File: src/rtl/conv_bin_bcd_pkg.sv
// rtl/conv_bin_bcd_pkg.sv - shared types and constants for the binary-to-BCD converter
package conv_bin_bcd_pkg;

  localparam int ANCHO_DATO  = 16;
  localparam int NUM_DIGITOS = 5;
  localparam int ANCHO_BCD   = 4 * NUM_DIGITOS;

  // Double-dabble correction: any nibble at or above this value gets +3 before the shift
  localparam logic [3:0] UMBRAL_AJUSTE = 4'd5;
  localparam logic [3:0] SUMA_AJUSTE   = 4'd3;

  typedef enum logic {
    IDLE = 1'b0,
    CONV = 1'b1
  } estado_t;

endpackage

File: src/rtl/conv_bin_bcd_ajuste_bcd.sv
// rtl/conv_bin_bcd_ajuste_bcd.sv - add-3 correction for one BCD digit
module ajuste_bcd
  import conv_bin_bcd_pkg::*;
(
  input  logic [3:0] i_digito,
  output logic [3:0] o_digito
);

  // A digit >= 5 would exceed 9 after the left shift, so pre-add 3 to carry into the next digit
  assign o_digito = (i_digito >= UMBRAL_AJUSTE) ? (i_digito + SUMA_AJUSTE) : i_digito;

endmodule

File: src/rtl/conv_bin_bcd.sv
// rtl/conv_bin_bcd.sv - sequential signed binary to sign-magnitude BCD converter
module conv_bin_bcd #(
  parameter int ANCHO_DATO  = conv_bin_bcd_pkg::ANCHO_DATO,
  parameter int NUM_DIGITOS = conv_bin_bcd_pkg::NUM_DIGITOS
) (
  input  logic                     clk,
  input  logic                     rst,
  input  logic                     valid,
  input  logic [ANCHO_DATO-1:0]    producto,
  output logic                     busy,
  output logic                     done,
  output logic                     signo,
  output logic [4*NUM_DIGITOS-1:0] digitos,
  output logic [NUM_DIGITOS-1:0]   blanco
);

  import conv_bin_bcd_pkg::*;

  localparam int ANCHO_B   = 4 * NUM_DIGITOS;
  localparam int ANCHO_CNT = $clog2(ANCHO_DATO);
  localparam logic [ANCHO_CNT-1:0] ULTIMA_ITER = ANCHO_CNT'(ANCHO_DATO - 1);
  // After reset only the units digit is visible, so all higher digits are blanked
  localparam logic [NUM_DIGITOS-1:0] BLANCO_RESET = {{(NUM_DIGITOS-1){1'b1}}, 1'b0};

  estado_t                r_estado;
  logic [ANCHO_CNT-1:0]   r_cnt;
  logic [ANCHO_DATO-1:0]  r_mag;
  logic [ANCHO_B-1:0]     r_bcd;
  logic                   r_signo_cap;

  logic [ANCHO_DATO-1:0]  w_magnitud;
  logic [ANCHO_B-1:0]     w_bcd_adj;
  logic [ANCHO_B-1:0]     w_bcd_sig;
  logic [ANCHO_DATO-1:0]  w_mag_sig;
  logic [NUM_DIGITOS-1:0] w_blanco;
  logic                   w_ultima;
  logic                   w_no_cero;

  // Two's-complement negate wraps modulo 2^N, so the most negative value maps to its unsigned magnitude
  assign w_magnitud = producto[ANCHO_DATO-1] ? ((~producto) + ANCHO_DATO'(1)) : producto;

  genvar g;
  generate
    for (g = 0; g < NUM_DIGITOS; g++) begin : g_ajuste
      ajuste_bcd u_ajuste (
        .i_digito (r_bcd[4*g +: 4]),
        .o_digito (w_bcd_adj[4*g +: 4])
      );
    end
  endgenerate

  // One double-dabble step: corrected BCD and magnitude shift left together as one long register
  assign w_bcd_sig = {w_bcd_adj[ANCHO_B-2:0], r_mag[ANCHO_DATO-1]};
  assign w_mag_sig = {r_mag[ANCHO_DATO-2:0], 1'b0};
  assign w_ultima  = (r_cnt == ULTIMA_ITER);
  assign w_no_cero = |w_bcd_sig;
  assign busy      = (r_estado == CONV);

  // Leading-zero mask: a digit is blanked when it and every digit above it are zero; units never blank
  always_comb begin
    logic v_cero_sup;
    w_blanco   = '0;
    v_cero_sup = 1'b1;
    for (int i = NUM_DIGITOS - 1; i >= 1; i--) begin
      v_cero_sup  = v_cero_sup & (w_bcd_sig[4*i +: 4] == 4'd0);
      w_blanco[i] = v_cero_sup;
    end
  end

  // Control FSM: capture in IDLE, iterate once per bit in CONV, publish results on the final step
  always_ff @(posedge clk) begin
    if (!rst) begin
      r_estado    <= IDLE;
      r_cnt       <= '0;
      r_mag       <= '0;
      r_bcd       <= '0;
      r_signo_cap <= 1'b0;
      done        <= 1'b0;
      signo       <= 1'b0;
      digitos     <= '0;
      blanco      <= BLANCO_RESET;
    end else begin
      done <= 1'b0;
      case (r_estado)
        IDLE: begin
          if (valid) begin
            r_signo_cap <= producto[ANCHO_DATO-1];
            r_mag       <= w_magnitud;
            r_bcd       <= '0;
            r_cnt       <= '0;
            r_estado    <= CONV;
          end
        end
        CONV: begin
          r_bcd <= w_bcd_sig;
          r_mag <= w_mag_sig;
          r_cnt <= r_cnt + ANCHO_CNT'(1);
          if (w_ultima) begin
            digitos  <= w_bcd_sig;
            // A zero result is reported as positive even if the input sign bit was set
            signo    <= r_signo_cap & w_no_cero;
            blanco   <= w_blanco;
            done     <= 1'b1;
            r_estado <= IDLE;
          end
        end
        default: r_estado <= IDLE;
      endcase
    end
  end

endmodule

File: config.mk
export PLATFORM = sky130hd
export DESIGN_NAME = conv_bin_bcd
export DESIGN_NICKNAME = d
export VERILOG_FILES = /design/src/rtl/conv_bin_bcd_pkg.sv /design/src/rtl/conv_bin_bcd_ajuste_bcd.sv /design/src/rtl/conv_bin_bcd.sv
export SDC_FILE = /design/constraint.sdc
export NUM_CORES = 1
export LEC_CHECK = 0
export ABC_CLOCK_PERIOD_IN_PS = 2700
export BUFFER_PORTS_ARGS = -buffer_cell sky130_fd_sc_hd__buf_2
export CORE_UTILIZATION = 36
export CTS_BUF_LIST = sky130_fd_sc_hd__clkbuf_16
export DETAILED_ROUTE_END_ITERATION = 10
export GPL_TIMING_DRIVEN = 0
export HOLD_SLACK_MARGIN = 0.05
export PLACE_DENSITY = 0.64
export SLEW_MARGIN = 20
export SYNTH_ARGS = -nofsm -noshare
export SYNTH_HDL_FRONTEND = slang
export SYNTH_SLANG_ARGS = --single-unit
export TNS_END_PERCENT = 50
File: constraint.sdc
create_clock -name clk -period 2.7 [get_ports clk]
set_input_delay 0.135 -clock clk [delete_from_list [all_inputs] [get_ports clk]]
set_output_delay 0.135 -clock clk [all_outputs]
set_load 0.02 [all_outputs]
; ---- Word-level counts from Yosys, hierarchy flattened
; Cells that the tools add are included.
[word_totals]
regBits = 68
inputBits = 19
wordCells = 53
[op_classes]
addsub = 7
order_cmp = 5
eq_ne = 2
mux = 16
bitwise_logic = 6
n_reduce_logical = 8
[ops]
columns = op, count
row1 = $pmux 20 s2, 1
row2 = $mux 16, 2
row3 = $pmux 16 s2, 1
row4 = $ge 4x3->1 const B, 5
row5 = $mux 20, 1
row6 = $mux 4, 5
row7 = $reduce_or 20->1, 1
row8 = $add 16x1->16 const B, 1
row9 = $add 4x2->4 const B, 4
row10 = $logic_not 4->1, 4
row11 = $not 16->16, 1
row12 = $pmux 4 s2, 1
row13 = $reduce_and 2->1, 3
row14 = $add 4x1->4 const B, 1
row15 = $and 1x1->1, 4
row16 = $eq 4x4->1 const B, 1
row17 = $add 3x2->3 const B, 1
row18 = $mux 1, 3
row19 = $mux 3, 1
row20 = $ne 2x2->1 const B, 1
row21 = $pmux 1 s2, 1
row22 = $not 1->1, 1

; ---- Logic depth before layout (Yosys ltp)
; Gate-level depths: netlist of the first run.
[logic_depth]
word_depth = 6
mapped_depth = 8
ltp_nobuf = 8

; ---- Hierarchy
; Synthesis of the first run repeated with hierarchy kept, for this count alone.
[hier_totals]
hier_cells = 454
area_unflattened_um2 = 3644.7
[by_module_without_submodules]
columns = mod, n_inst, cells_per_inst, area_each_um2, seq_area_each_um2
row1 = conv_bin_bcd, 1, 374, 3138.0, 1361.3
row2 = ajuste_bcd, 5, 16, 101.3, 0.0

; ---- Worst setup path after synthesis of the first run
; OpenSTA, ideal clock, no wires.
[synth_timing]
path_kind = reg2reg
start = reg r_bcd[17]
end = reg signo
arrival_ns = 1.949
required_ns = 2.583
slack_ns = 0.633
stages_incl_launch_ff = 9
synth_period_minus_slack_ns = 2.067
path_cell_list = dfxtp_1 -> inv_1 -> ha_1 -> nand2b_1 -> a21oi_1 -> mux2i_1 -> nand4_1 -> or3_1 -> a32o_1
[synth_via]
elab_chain_len = 4
word_cells_on_any_way = 5
cone_classes = 1 x add/sub / 1 x order compare / 1 x mux / 1 x bitwise / 1 x reduce/logical
[synth_lines]
columns = item, line_no
row1 = "start, declared", conv_bin_bcd.sv:28  ; logic [ANCHO_B-1:0] r_bcd;
row2 = "start signal, assigned", conv_bin_bcd.sv:95  ; r_bcd <= w_bcd_sig;
row3 = $ge 4x3->1 / $add 3x2->3 (equally long branches), conv_bin_bcd_ajuste_bcd.sv:10  ; assign o_digito = (i_digito >= UMBRAL_AJUSTE) ? (i_digito + SUMA_AJUSTE) : i_digito;
row4 = $mux 3 *, conv_bin_bcd_ajuste_bcd.sv:10
row5 = $reduce_or 20->1 *, conv_bin_bcd.sv:56  ; assign w_no_cero = |w_bcd_sig;
row6 = $and 1x1->1 *, conv_bin_bcd.sv:101  ; signo <= r_signo_cap & w_no_cero;
row7 = "end signal, assigned", conv_bin_bcd.sv:101
row8 = "end, declared", conv_bin_bcd.sv:12  ; output logic signo,
; Mark *: on every way between the ends. The rest lies on a longest branch, timed or not.
; A chain may end at the register's enable or synchronous reset.

; ---- Worst setup path after layout of the first run
[layout_timing]
start = reg r_bcd[13]
end = reg signo
[layout_via]
elab_chain_len = 4
word_cells_on_any_way = 5
cone_classes = 1 x add/sub / 1 x order compare / 1 x mux / 1 x bitwise / 1 x reduce/logical
[layout_lines]
columns = item, line_no
row1 = $add 4x2->4 / $ge 4x3->1 (equally long branches), conv_bin_bcd_ajuste_bcd.sv:10
row2 = $mux 4 *, conv_bin_bcd_ajuste_bcd.sv:10
row3 = $reduce_or 20->1 *, conv_bin_bcd.sv:56
row4 = $and 1x1->1 *, conv_bin_bcd.sv:101
; Marked as above.

==> Flow_metrics.wiki, run 1 <==
{| class="wikitable"
! Metric !! Value
|-
| DPL Wire Length || 6820 um
|-
| Remaining max-slew budget at the tightest pin || 0.573
|-
| Startpoint-to-endpoint class of the critical path || flip-flop to flip-flop
|-
| Count of different cell masters after synthesis || 49
|-
| WP data arrival || 2650 ps
|-
| Violated checks || DRC
|-
| Pin count of the biggest net entering global routing || 12
|-
| Max-capacitance violation count || 0
|-
| RSZ-0062 raised after global routing || no
|-
| Power per Cell Area || 533 nW/um2
|-
| Drt total wl || 9230 um
|-
| Sequence of cells on the critical path || inv_1, ha_1, nand2b_1, a21oi_1, mux2i_1, nand4_1, or3_1, a32o_1
|-
| Startpoint kind of the worst setup timing path || flip-flop
|-
| Chip width || 102 um
|-
| Clock skew || 6.19 ps
|-
| Clock root buffer master || sky130_fd_sc_hd__clkbuf_16
|-
| Antenna cells || 0
|-
| Final net count || 520
|-
| Post-layout instance count excluding filler cells || 627
|-
| Number of buffers inserted by port buffering || 45
|-
| Placed Instances || 611
|-
| Setup Viol. Count Final || 0
|-
| Buf+Inv Stages, Crit Path || 1
|-
| Synthesized instance count || 433
|-
| Post-synth design cell area || 3600 um2
|-
| Largest fanout on the critical path || 5
|-
| Area of the die || 10,400 um2
|-
| Detailed router's first-iteration violation count || 155
|-
| Slowest cell on crit path || sky130_fd_sc_hd__or3_1
|-
| Worst-path clk slew || 50 ps
|-
| Most used flip-flop cell after synthesis || sky130_fd_sc_hd__dfxtp_1
|-
| Wire length of the first global-routing pass || 14,900 um
|-
| Worst hold-check slack || 101 ps
|-
| Vias in the first global route || 3,106
|-
| Core area || 9730 um2
|-
| Post-cts sizing count || 0
|-
| Hold-fix buffer count after cts || 0
|-
| Count of buffers added by post-CTS timing repair for setup || 0
|-
| Proportion of synthesized flip-flops having asynchronous set or reset || 0
|-
| Kind of end point of the critical path || flip-flop
|-
| Post-synthesis register bit count || 68
|-
| Fill cell count || 996
|-
| Pre-Repair DR Iteration Count || 7
|-
| Cell family with the largest share of critical-path delay || simple AND/OR/NAND/NOR gates
|-
| Number of failing hold endpoints at the final stage || 0
|-
| Largest buffer count on any clock path || 2
|-
| Row Count || 36
|-
| Hold/Removal Path Class || primary input to flip-flop
|-
| Count of unresolved DRC violations after routing || 1
|-
| EDFF count, synth || 0
|-
| Initial standard-cell utilization of the core || 0.370
|-
| Max incr delay on CP || 470 ps
|-
| Latest clock arrival within the worst-skew pair || 330 ps
|-
| Vertical extent of the die || 102 um
|-
| Fin Setup TNS || 0 ps
|-
| Fraction of layout cells with a size suffix above 1 || 0.138
|-
| VDD IR max || 0.000241 V
|-
| Top Ports || 47
|-
| Synth Net Count || 464
|-
| Wire length per cell || 14.7 um
|-
| Synth-to-Final Area Change || 18.1%
|-
| Average vias per placed instance || 5.22
|-
| Warnings from Yosys || 0
|-
| Remaining number of nets flagged by the antenna check after routing || 0
|-
| Number of buffers added by the clock tree synthesis step || 9
|-
| Clock sink total || 68
|-
| Post-route fraction of the period consumed by the critical path || 0.901
|-
| Vias || 3,273
|-
| Critical path required time || 2920 ps
|-
| Global Route Usage Sum || 0.185
|-
| Outcome || complete, but fails checks
|-
| Initial antenna violation count || 0
|-
| Leakage dissipation || 1.84 nW
|-
| Top achievable clock speed || 411 MHz
|-
| GRT overflow || 0
|-
| TritonCTS clock tree || done
|-
| Post-synthesis sequential area ratio || 0.378
|-
| Syn Area/Cell || 8.32 um2
|-
| Final critical-path required period || 2430 ps
|-
| Max-slew violations || 0
|-
| Worst slew pin tran || 641 ps
|-
| H-tree depth reported by CTS || 3
|-
| GPL Wtd Cong || 0.851
|}
## worst paths after layout
kind	start	endpoint	slack, ps	depth (start not counted)
setup / recovery	r_bcd[13]	signo	270	8
hold / removal	producto[0]	r_mag[0]	100	3
setup reg to reg	r_bcd[13]	signo	270	8
hold reg to reg	digitos[15]	digitos[15]	460	2
## report_power, final
group	internal, mW	switching, mW
sequential	1.03	0.0148
clock	0.606	0.424
combinational	0.0760	0.122
total	1.71	0.561
## logic make-up after synthesis
kind of cell / Yosys count / share of synthesized area
compound gates: 118 / 0.227
flops: 68 / 0.378
fa+ha+maj: 12 / 0.0417
xor+xnor: 17 / 0.0413
mux: 13 / 0.0361
buf+inv: 42 / 0.0448
other cells: 1 / 0.00104
simple gates: 162 / 0.230
## registers in the layout, indices dropped and copies added (netlist names)
| register | count |
|---|---|
| r_mag | 16 |
| done | 1 |
| blanco | 4 |
| r_cnt | 4 |
| busy | 1 |
| digitos | 20 |
| r_bcd | 20 |
| signo | 1 |
| r_signo_cap | 1 |
## cell usage after synthesis, drive strengths merged, types with 2 or more instances
library cell	n	share of area
buf	4	0.0052
nor2	22	0.023
nand3	6	0.0083
nand3b	2	0.0042
inv	15	0.016
o211ai	2	0.0042
nand4	2	0.0035
o211a	8	0.022
or4	3	0.0083
o31ai	3	0.0063
nand2	55	0.057
o21ai	10	0.014
nor3	14	0.019
nand2b	8	0.014
mux2i	13	0.036
a31o	6	0.015
nor3b	11	0.023
xor2	10	0.024
o21a	3	0.0063
o311ai	4	0.0097
ha	12	0.042
a32oi	2	0.0049
or3	2	0.0035
nor2b	30	0.052
xnor2	7	0.017
clkbuf	23	0.024
dfxtp	68	0.38
and2	4	0.0069
a21o	7	0.015
a21boi	14	0.029
a21oi	36	0.050
o41ai	2	0.0049
a211oi	11	0.023
a22oi	3	0.0063
## area by class of cell
type | instances | area, um2 | area share
plain buffers | 27 | 105 | 0.0247
flip-flops and latches | 68 | 1360 | 0.320
well taps | 133 | 166 | 0.0391
repair buffers | 45 | 225 | 0.0529
multi-input cells | 323 | 2080 | 0.489
clock buffers | 9 | 225 | 0.0529
clock inverters | 7 | 35.0 | 0.00824
inverters | 15 | 56.3 | 0.0132
## routing by layer
metal  track usage  routed length (um)
met1         0.237                4190
met2         0.305                4290
met3        0.0280                 490
met4        0.0912                 254
met5             0                   0
## placed cells by master, fill, tap and decap left out, drive strengths merged, types with 12 or more instances in the layout
master,Yosys,routed
dfxtp,68,68
nand2,55,55
buf,4,49
a21oi,36,36
clkbuf,23,32
nor2b,30,30
nor2,22,22
inv,15,16
nor3,14,14
a21boi,14,14
mux2i,13,13
ha,12,12
## through the flow
step	area (um2)	utilization	worst slack (ps)	power, mW
finish	4250	0.437	266	2.27
global route	4250	0.437	121	2.35
CTS	4250	0.437	266	2.28
detailed placement	3990	0.410	278	1.26
global placement	3990	0.410	336	1.25
floorplan	3600	-	633	1.19
## worst register-to-register path, cell delays in order (launching register included)
cell	delay (ps)
sky130_fd_sc_hd__dfxtp_1	340
sky130_fd_sc_hd__inv_1	100
sky130_fd_sc_hd__ha_1	180
sky130_fd_sc_hd__nand2b_1	140
sky130_fd_sc_hd__a21oi_1	330
sky130_fd_sc_hd__mux2i_1	320
sky130_fd_sc_hd__nand4_1	180
sky130_fd_sc_hd__or3_1	470
sky130_fd_sc_hd__a32o_1	270
Note: power is estimated with default switching activity, not from simulation.
==> inputs of run 2 (changes only) <==
--- a/config.mk
+++ b/config.mk
@@ -9,2 +9,3 @@
 export BUFFER_PORTS_ARGS = -buffer_cell sky130_fd_sc_hd__buf_2
+export CORE_ASPECT_RATIO = 0.75
 export CORE_UTILIZATION = 36
==> constraint.sdc (replaced) <==
create_clock -name clk -period 2.7 [get_ports clk]
set_input_delay 0.81 -clock clk [delete_from_list [all_inputs] [get_ports clk]]
set_output_delay 0.81 -clock clk [all_outputs]
set_load 0.02 [all_outputs]
==> Flow_metrics.wiki, run 2 (synthesis gave the netlist of run 1 again) <==
{| class="wikitable"
! Metric !! Value
|-
| Buf+Inv Stages, Crit Path || 1 (unchanged)
|-
| Wire length per cell || 14.8 um (was 14.7 um)
|-
| VDD IR max || 0.000289 V (was 0.000241 V)
|-
| Setup Viol. Count Final || 0 (unchanged)
|-
| Top Ports || 47 (unchanged)
|-
| Slowest cell on crit path || sky130_fd_sc_hd__or3_1 (unchanged)
|-
| Vias in the first global route || 3,083 (was 3,106)
|-
| Instance area after placement || 3990 um2 (about the same)
|-
| Post-cts sizing count || 0 (unchanged)
|-
| Worst slew pin tran || 696 ps (was 641 ps)
|-
| Chip width || 118 um (was 102 um)
|-
| Final net count || 520 (unchanged)
|-
| Design area || 4300 um2 (was 4250 um2)
|-
| Max incr delay on CP || 470 ps (about the same)
|-
| Number of buffers inserted by port buffering || 45 (unchanged)
|-
| Pre-Repair DR Iteration Count || 4 (was 7)
|-
| Drt total wl || 9240 um (was 9230 um)
|-
| Largest fanout on the critical path || 4 (was 5)
|-
| Most common library cell in the layout ignoring fill and taps || sky130_fd_sc_hd__dfxtp_1 (unchanged)
|-
| Critical path required time || 2920 ps (about the same)
|-
| H-tree depth reported by CTS || 3 (unchanged)
|-
| Initial antenna violation count || 0 (unchanged)
|-
| DPL Wire Length || 6760 um (was 6820 um)
|-
| Vertical extent of the die || 88.6 um (was 102 um)
|-
| Sequential cell area || 1360 um2 (unchanged)
|-
| Startpoint kind of the worst setup timing path || flip-flop (unchanged)
|-
| Sequence of cells on the critical path || inv_1, ha_1, nand2b_1, a21oi_1, mux2i_1, nand4_1, or3_1, a32o_1 (unchanged)
|-
| Clock root buffer master || sky130_fd_sc_hd__clkbuf_16 (unchanged)
|-
| Global Route Usage Sum || 0.193 (was 0.185)
|-
| Average vias per placed instance || 5.24 (was 5.22)
|-
| Remaining number of nets flagged by the antenna check after routing || 0 (unchanged)
|-
| Final critical-path required period || 2430 ps (about the same)
|-
| Startpoint-to-endpoint class of the critical path || flip-flop to flip-flop (unchanged)
|-
| Leading cell types in the layout, fill and taps excluded || sky130_fd_sc_hd__dfxtp_1, sky130_fd_sc_hd__nand2_1, sky130_fd_sc_hd__buf_2 (unchanged)
|-
| Antenna cells || 0 (unchanged)
|-
| Number of buffers added by the clock tree synthesis step || 9 (unchanged)
|-
| Top achievable clock speed || 411 MHz (about the same)
|-
| Vias || 3,280 (was 3,273)
|-
| Synth-to-Final Area Change || 19.4% (was 18.1%)
|-
| Largest buffer count on any clock path || 2 (unchanged)
|-
| Core area || 9700 um2 (was 9730 um2)
|-
| TritonCTS clock tree || done (unchanged)
|-
| Hold-fix buffer count after cts || 0 (unchanged)
|-
| Clock skew || 6.54 ps (was 6.19 ps)
|-
| RSZ-0062 raised after global routing || no (unchanged)
|-
| GRT overflow || 0 (unchanged)
|-
| WP data arrival || 2660 ps (was 2650 ps)
|-
| Detailed router's first-iteration violation count || 159 (was 155)
|-
| Post-route fraction of the period consumed by the critical path || 0.902 (was 0.901)
|-
| Pin count of the biggest net entering global routing || 12 (unchanged)
|-
| Hold/Removal Path Class || flip-flop to flip-flop (was primary input to flip-flop)
|-
| Worst-path clk slew || 50 ps (about the same)
|-
| Leakage dissipation || 1.86 nW (was 1.84 nW)
|-
| Post-route worst setup slack || 266 ps (about the same)
|-
| Outcome || finished, final reports clean (was complete, but fails checks)
|-
| Multi-input gate area || 2080 um2 (unchanged)
|-
| Count of buffers added by post-CTS timing repair for setup || 0 (unchanged)
|-
| Number of failing hold endpoints at the final stage || 0 (unchanged)
|-
| Initial standard-cell utilization of the core || 0.371 (was 0.370)
|-
| Max-slew violations || 0 (unchanged)
|-
| Power per Cell Area || 574 nW/um2 (was 533 nW/um2)
|-
| GPL Wtd Cong || 0.873 (was 0.851)
|-
| Fraction of layout cells with a size suffix above 1 || 0.138 (unchanged)
|-
| Max-capacitance violation count || 0 (unchanged)
|-
| Wire length of the first global-routing pass || 15,400 um (was 14,900 um)
|-
| Fill cell count || 972 (was 996)
|-
| Pre-CTS WS || -20.8 ps (was 278 ps)
|-
| Cell family with the largest share of critical-path delay || simple AND/OR/NAND/NOR gates (unchanged)
|-
| Count of unresolved DRC violations after routing || 0 (was 1)
|-
| Clock sink total || 68 (unchanged)
|-
| Kind of end point of the critical path || flip-flop (unchanged)
|-
| Area of the die || 10,400 um2 (about the same)
|-
| Biggest registers after layout || digitos x20, r_bcd x20, r_mag x16 (unchanged)
|-
| Remaining max-slew budget at the tightest pin || 0.534 (was 0.573)
|-
| Latest clock arrival within the worst-skew pair || 330 ps (about the same)
|-
| Row Count || 31 (was 36)
|}
[run 2: cell types whose count changed in the layout (fill, tap and decap cells not counted)]
cell,change
sky130_fd_sc_hd__bufinv_16,+2
sky130_fd_sc_hd__clkinv_2,-1
sky130_fd_sc_hd__clkinvlp_4,-1
[run 2: final cells by class]
cell class | instances | share of cell area
well taps | 132 | 0.0384
flip-flops and latches | 68 | 0.317
clock buffers | 9 | 0.0524
multi-input cells | 323 | 0.484
repair buffers | 45 | 0.0524
inverters | 15 | 0.0131
clock inverters | 7 | 0.0192
plain buffers | 27 | 0.0244
[run 2: tightest hold or removal path, cell delays in order, from the launching register on]
cell	delay, ps
sky130_fd_sc_hd__dfxtp_1	300
sky130_fd_sc_hd__nand2_1	40
sky130_fd_sc_hd__a21boi_0	60
[run 2: per-layer routing]
metal / share of wire / track usage / up-vias
met2: 0.45 / 0.302 / 64
met1: 0.48 / 0.257 / 1560
li1: - / - / 1640
met3: 0.051 / 0.0483 / 16
met4: 0.019 / 0.0769 / 0
met5: 0 / 0 / -
[run 2: final timing paths]
check,from,endpoint,slack (ps),depth (start not counted)
setup / recovery,r_bcd[16],signo,270,8
hold / removal,digitos[5],digitos[5],460,2
setup reg to reg,r_bcd[16],signo,270,8
hold reg to reg,digitos[5],digitos[5],460,2
[run 2: where the power goes]
group          internal [mW]  total (mW)  switching (mW)
logic                 0.0761       0.199           0.122
clock network          0.795        1.23           0.432
registers               1.03        1.04          0.0149
[run 2: metrics by stage]
stage          total power, mW  hold WS (ps)  std cells  utilization  setup TNS [ps]
5_1_grt                   2.55           477        626        0.443               0
3_3_place_gp              1.26           453        610        0.412               0
3_5_place_dp              1.26           457        610        0.412           -20.8
6_report                  2.47           457        626        0.443               0
2_1_floorplan             1.19           441        433            -               0
4_1_cts                   2.49           464        626        0.443               0
